**src/rtl/cpuc_fetch.sv**
```systemverilog
// cpuc_fetch
// Program-counter and instruction-fetch stage of the CPUC. It holds the
// instruction memory, steps the fetch PC, and hands instructions to the
// decode/config stage over a valid/ready handshake.
//
// Ports
//   Clk, Rst      clock (rising edge) and asynchronous active-high reset
//   start, stop   run-control pulses (IDLE/HALT -> RUN, RUN -> HALT)
//   br_valid      redirect request; br_target is the new fetch PC
//   prog_we       instruction memory write (prog_addr, prog_wdata)
//   inst_valid    output register holds an instruction
//   inst_ready    downstream accepts the instruction this cycle
//   inst, inst_pc fetched instruction and its address
//   pc_out        fetch PC zero-extended, for the register-outputs PC slot
//   state         0=IDLE, 1=RUN, 2=HALT
//   inst_count    number of accepted instructions
module cpuc_fetch #(
    parameter int DATA_WIDTH   = 32,
    parameter int INST_WIDTH   = 32,
    parameter int PROGRAM_SIZE = 32,
    parameter int PC_WIDTH     = $clog2(PROGRAM_SIZE)
) (
    input  logic                  Clk,
    input  logic                  Rst,
    input  logic                  start,
    input  logic                  stop,
    input  logic                  br_valid,
    input  logic [PC_WIDTH-1:0]   br_target,
    input  logic                  prog_we,
    input  logic [PC_WIDTH-1:0]   prog_addr,
    input  logic [INST_WIDTH-1:0] prog_wdata,
    output logic                  inst_valid,
    input  logic                  inst_ready,
    output logic [INST_WIDTH-1:0] inst,
    output logic [PC_WIDTH-1:0]   inst_pc,
    output logic [DATA_WIDTH-1:0] pc_out,
    output logic [1:0]            state,
    output logic [DATA_WIDTH-1:0] inst_count
);

    typedef enum logic [1:0] {
        IDLE = 2'd0,
        RUN  = 2'd1,
        HALT = 2'd2
    } fetchState_t;

    fetchState_t           state_q, state_d;
    logic [PC_WIDTH-1:0]   fetchPc_q, fetchPc_d;
    logic                  valid_q, valid_d;
    logic [INST_WIDTH-1:0] inst_q, inst_d;
    logic [PC_WIDTH-1:0]   instPc_q, instPc_d;
    logic [DATA_WIDTH-1:0] count_q, count_d;

    logic [INST_WIDTH-1:0] mem [PROGRAM_SIZE];

    logic issue;
    logic accept;

    // Memory has no reset so a program survives Rst. The non-blocking write
    // makes a same-edge read of the same address return the old word.
    always_ff @(posedge Clk) begin
        if (prog_we) begin
            mem[prog_addr] <= prog_wdata;
        end
    end

    // Issue uses the current state, so a stop in RUN still lets one more
    // instruction out on the edge that enters HALT.
    assign issue  = (state_q == RUN) && !br_valid && (!valid_q || inst_ready);
    // A flushed instruction is not a real accept, so it is not counted.
    assign accept = valid_q && inst_ready && !br_valid;

    // Run-control FSM; stop beats start when both arrive together.
    always_comb begin
        state_d = state_q;
        case (state_q)
            IDLE:    if (start && !stop) state_d = RUN;
            RUN:     if (stop)           state_d = HALT;
            HALT:    if (start && !stop) state_d = RUN;
            default: state_d = IDLE;
        endcase
    end

    // Datapath next state. A branch preempts everything: it redirects the
    // PC and flushes the output register even when downstream is ready.
    always_comb begin
        fetchPc_d = fetchPc_q;
        valid_d   = valid_q;
        inst_d    = inst_q;
        instPc_d  = instPc_q;
        count_d   = count_q;

        if (accept) begin
            count_d = count_q + 1'b1;
        end

        if (br_valid) begin
            fetchPc_d = br_target;
            valid_d   = 1'b0;
        end else if (issue) begin
            inst_d    = mem[fetchPc_q];
            instPc_d  = fetchPc_q;
            valid_d   = 1'b1;
            fetchPc_d = fetchPc_q + 1'b1;
        end else if (accept) begin
            valid_d   = 1'b0;
        end
    end

    always_ff @(posedge Clk or posedge Rst) begin
        if (Rst) begin
            state_q   <= IDLE;
            fetchPc_q <= '0;
            valid_q   <= 1'b0;
            inst_q    <= '0;
            instPc_q  <= '0;
            count_q   <= '0;
        end else begin
            state_q   <= state_d;
            fetchPc_q <= fetchPc_d;
            valid_q   <= valid_d;
            inst_q    <= inst_d;
            instPc_q  <= instPc_d;
            count_q   <= count_d;
        end
    end

    assign inst_valid = valid_q;
    assign inst       = inst_q;
    assign inst_pc    = instPc_q;
    assign pc_out     = DATA_WIDTH'(fetchPc_q);
    assign state      = state_q;
    assign inst_count = count_q;

endmodule
```
**config.mk**
```make
export PLATFORM = sky130hd
export DESIGN_NAME = cpuc_fetch
export DESIGN_NICKNAME = d
export VERILOG_FILES = /design/src/rtl/cpuc_fetch.sv
export SDC_FILE = /design/constraint.sdc
export NUM_CORES = 1
export LEC_CHECK = 0
export CAP_MARGIN = 15
export CELL_PAD_IN_SITES_DETAIL_PLACEMENT = 0
export CELL_PAD_IN_SITES_GLOBAL_PLACEMENT = 1
export CORE_MARGIN = 3
export CORE_UTILIZATION = 58
export DETAILED_ROUTE_END_ITERATION = 8
export PLACE_DENSITY_LB_ADDON = 0.1
export SYNTH_ARGS = -nofsm -noshare
export SYNTH_HDL_FRONTEND = slang
export SYNTH_SLANG_ARGS = --single-unit
```
**constraint.sdc**
```tcl
create_clock -name Clk -period 3.6 [get_ports Clk]
set_input_delay 0.54 -clock Clk [delete_from_list [all_inputs] [get_ports Clk]]
set_output_delay 0.54 -clock Clk [all_outputs]
set_load 0.02 [all_outputs]
```
Word level (Yosys, flattened, before mapping):

Memory sizes are Yosys's and may differ from the RTL's. A register that Yosys moved wholly into a read port is not among the register bits.
Index checks and enable logic that the tools add are counted.
W data, S select, Z words.

* flip-flop bits (word level): 45
* bits in latches: 0
* RAM bits: 1024
* bits in read-only memories: 0
* word-level logic and storage cells: 38
* memories: 1

Memories
* mem: words 32, bits a word 32, read ports 1, clocked after memory_dff 1, write ports 1, line 54 `logic [INST_WIDTH-1:0] mem [PROGRAM_SIZE];`

* $add $sub $neg: 2
* multiply operators: 0
* div/mod/pow operators: 0
* magnitude comparators: 0
* eq/ne operators: 4
* shift-type cells: 0
* mux-type cells: 10
* bitwise operators: 1
* reductions and logical operators: 15

Operator list (number)
* $add A32 B1 Y32 const B: 1
* $mux W5: 2
* $add A5 B1 Y5 const B: 1
* $logic_and A1 B1 Y1: 5
* $mux W1: 5
* $mux W2: 2
* $pmux W2 S2: 1
* $reduce_and A2 Y1: 2
* $logic_not A1 Y1: 3
* $reduce_bool A3 Y1: 1
* $eq A2 B1 Y1 const B: 1
* $eq A2 B2 Y1 const B: 1
* $logic_not A2 Y1: 1
* $ne A2 B1 Y1 const B: 1
* $ne A2 B2 Y1 const B: 1
* $reduce_bool A2 Y1: 1
* $reduce_or A2 Y1: 1
* $logic_or A1 B1 Y1: 1
* $not A1 Y1: 1

Logic depth before layout (Yosys ltp):

* depth after elaboration: 5
* mapped depth: 9
* gate-level depth less buffers: 5

Worst setup path after synthesis:

No wires, ideal clock.

* kind: input-to-reg
* start point: input prog_addr[1]
* end point: memory mem[12][0] (enable)
* setup time: 0.421 ns
* arrival: 2.553 ns
* required time: 3.179 ns
* setup slack: 0.626 ns
* stages: 3
* buffers on the path: 1
* cells stage by stage: or3b_2 clkbuf_1 nor2_1

RTL lines
* from (decl): line 30 `input logic [PC_WIDTH-1:0] prog_addr,`
* to (decl): line 54

Straight into the memory's write port.

Worst setup path after layout:

* start point: register fetchPc_q[1]
* end point: output pc_out[1]

RTL lines
* from (decl): line 48 `logic [PC_WIDTH-1:0] fetchPc_q, fetchPc_d;`
* from (signal assigned): line 120 `fetchPc_q <= fetchPc_d;`
* to (decl): line 36 `output logic [DATA_WIDTH-1:0] pc_out,`

No word-level cell between the ends.

==> flow_summary.toml <==
[outcome]
status = "finished clean"

[clocking]
cts_num_sinks = 1101
cts_tree = "done"
cts-resized-gates = 0
clock_latency_ps = 660
htree_levels = 3
hold_buffers = 0
cts-buffers-inserted = 107
clockRootBuffer = "clkbuf_16"
clk_path_buf_depth = 3
clk_pin_slew_ps = 70
cts_setup_buffers = 0

[finish]
drive_above_1_share = 0.240
nFillCells = 4543
final_area_um2 = 49600
area_growth_pct = 16.2
final_cells = 3343
num-nets-final = 2351

[worst_setup_path]
crit_family = "buffers and inverters"
cp.required_ps = 3060
path_depth = 2
worst_path_max_delay_cell = "dfrtp_4"
critical_path.max_fanout = 40
critPathBufInv = 2
crit_path_end_kind = "output pin"
crit_chain = "buf_4, clkdlybuf4s50_1"
start_kind = "register"
r2r_cells = 4
crit_arrival_ps = 2650
worstSetupPathType = "reg2out"
max_stage_delay_ps = 870

[placement]
port-buffer-count = 125
hpwl_mm = 57.5
gp_congestion = 0.769
preCtsSetupSlack_ps = 693
dp.cells = 3124
placed_area_um2 = 45700

[min_path]
hold_path.class = "in2async"

[synthesis]
synth_area_leaders = "edfxtp_1 72%, mux4_2 10%, dfrtp_1 4.5%"
synthArstFlopShare = 0.0699
ys_warn_count = 0
synth_top_area_cell = "edfxtp_1"
ys.flop_type = "edfxtp_1"
yosysMostFrequentCell = "edfxtp_1"
yosysTopAreaCellShare = 0.720
ys_ff_latch = 1101
yosysSeqAreaShare = 0.765
yosys-top-cells-count = "1024 x edfxtp_1, 192 x mux4_2, 161 x mux2i_1"
synthCells = 2071
syn_area_um2 = 42700
synth_edf_count = 1024
avgSynthCellArea_um2 = 20.6
ys_types = 39

[routing]
vias = 21200
vias_per_cell = 6.34
wl_mm = 98.5
drc_errors = 0
drtIter0Drc = 2139
wire_per_inst_um = 29.5
dr.pass1.iters = 7
ant_nets = 0

[sta]
finalSetupViolCount = 0
worstMarginPinSlew_ps = 1220
fmax_mhz = 314
final.setup.tns_ps = 0
drv_slew = 0
hold_viol = 0
finClkSkew_ps = 23.8
timing.final.ws_setup_ps = 415
fin_crit_sh = 0.885
period_needed_ps = 3190
slew_headroom = 0.187
rsz0062_at_grt = "false"

[grt]
grt_overflow = 0
grt_pass1_wl_mm = 146
grt_pass1_vias = 21900
antenna_found_initial = 2
grt_use_total = 0.259
grt_max_degree = 86

[pwr]
p_sw_frac = 0.234
p_sw_mw = 6.82
p_clk_frac = 0.374
internal_power_mw = 22.4
powerDensity_nw_per_um2 = 588
total_power_mw = 29.2
worst_ir_drop_vdd_mv = 0.643
pwr-share-comb = 0.122
p_leak_nw = 16.2
seq_power_share = 0.505

[floorplan]
die_area_um2 = 76900
dieWidth_um = 277
start_util = 0.591
core_um2 = 72200
top_level_ports = 153
rows = 98
die_y_um = 277

[flow_run]
maxCapViolCount = 0
[final timing paths]
path / from / to / slack, ps
min: Rst / fetchPc_q[0] / 370
min in group Clk: br_target[2] / fetchPc_q[2] / 450
max in group asynchronous: Rst / inst_count[6] / 2430
max: fetchPc_q[1] / pc_out[1] / 410
min reg2reg: inst_count[31] / inst_count[31] / 480
max reg2reg: fetchPc_q[0] / inst[5] / 880
[cell usage in the layout (no fill, tap or decap), drive strengths merged, types with 2 or more instances in the layout]
master	instances
edfxtp	1024
mux4	192
mux2i	161
clkbuf	144
clkdlybuf4s50	125
buf	109
dfrtp	77
mux2	68
a22oi	64
nand2	52
nand4	41
clkinv	41
nor2	39
nand3	36
a32oi	32
conb	27
or4	25
xnor2	24
xor2	11
inv	10
nand4b	9
bufinv	9
o2111ai	8
nor3	8
o21ai	7
nand3b	6
and2	5
nor4	5
and4	4
and3	4
nand2b	4
clkinvlp	4
nor2b	4
or3	3
or2	2
a21oi	2
or3b	2
ha	2
[per-layer routing]
metal  GRT usage  routed length [µm]
met2       0.415               48400
met4      0.0668                1950
met1       0.373               40800
met5           0                   0
met3      0.0486                7330
[area by class of cell]
cell class | instances | area (µm²) | share of cell area
multi-input combinational | 849 | 9660 | 0.195
inverter | 5 | 21.3 | 0.000429
clock inverter | 59 | 538 | 0.0108
sequential | 1101 | 32700 | 0.659
antenna | 1 | 2.50 | 0.0000504
tap | 950 | 1190 | 0.0240
timing repair buffer | 236 | 2600 | 0.0525
clock buffer | 142 | 2910 | 0.0587
[power by group through the flow]
stage                     logic, mW  clock network, mW  registers (mW)
after global placement         3.49                  0            15.0
after global routing           3.79               11.6            14.8
final                          3.55               10.9            14.7
after floorplan                1.97                  0            15.1
after detailed placement       3.53                  0            15.0
after CTS                      3.55               11.1            14.8
[sequential cells by signal, summed over array words and instances (netlist names)]
signal,cells
mem,1024
inst_count,32
state,2
fetchPc_q,5
inst,32
inst_valid,1
inst_pc,5
[per-stage QoR]
step	hold slack, ps	utilization
2_1_floorplan	582	-
3_3_place_gp	461	0.633
3_5_place_dp	462	0.633
4_1_cts	385	0.681
5_1_grt	409	0.687
6_report	369	0.687
[logic make-up (layout without fill, tap and decap cells)]
logic type | count (synthesis) | in the layout | share of synthesized area
fa+ha+maj | 2 | 2 | 0.000586
compound gates | 114 | 114 | 0.0207
flops | 1101 | 1101 | 0.765
xor+xnor | 35 | 35 | 0.00718
simple gates | 250 | 250 | 0.0318
other cells | 1 | 28 | 0.0000878
buf+inv | 147 | 442 | 0.0178
mux | 421 | 421 | 0.157
No activity file was read; power rests on OpenSTA's default activity.
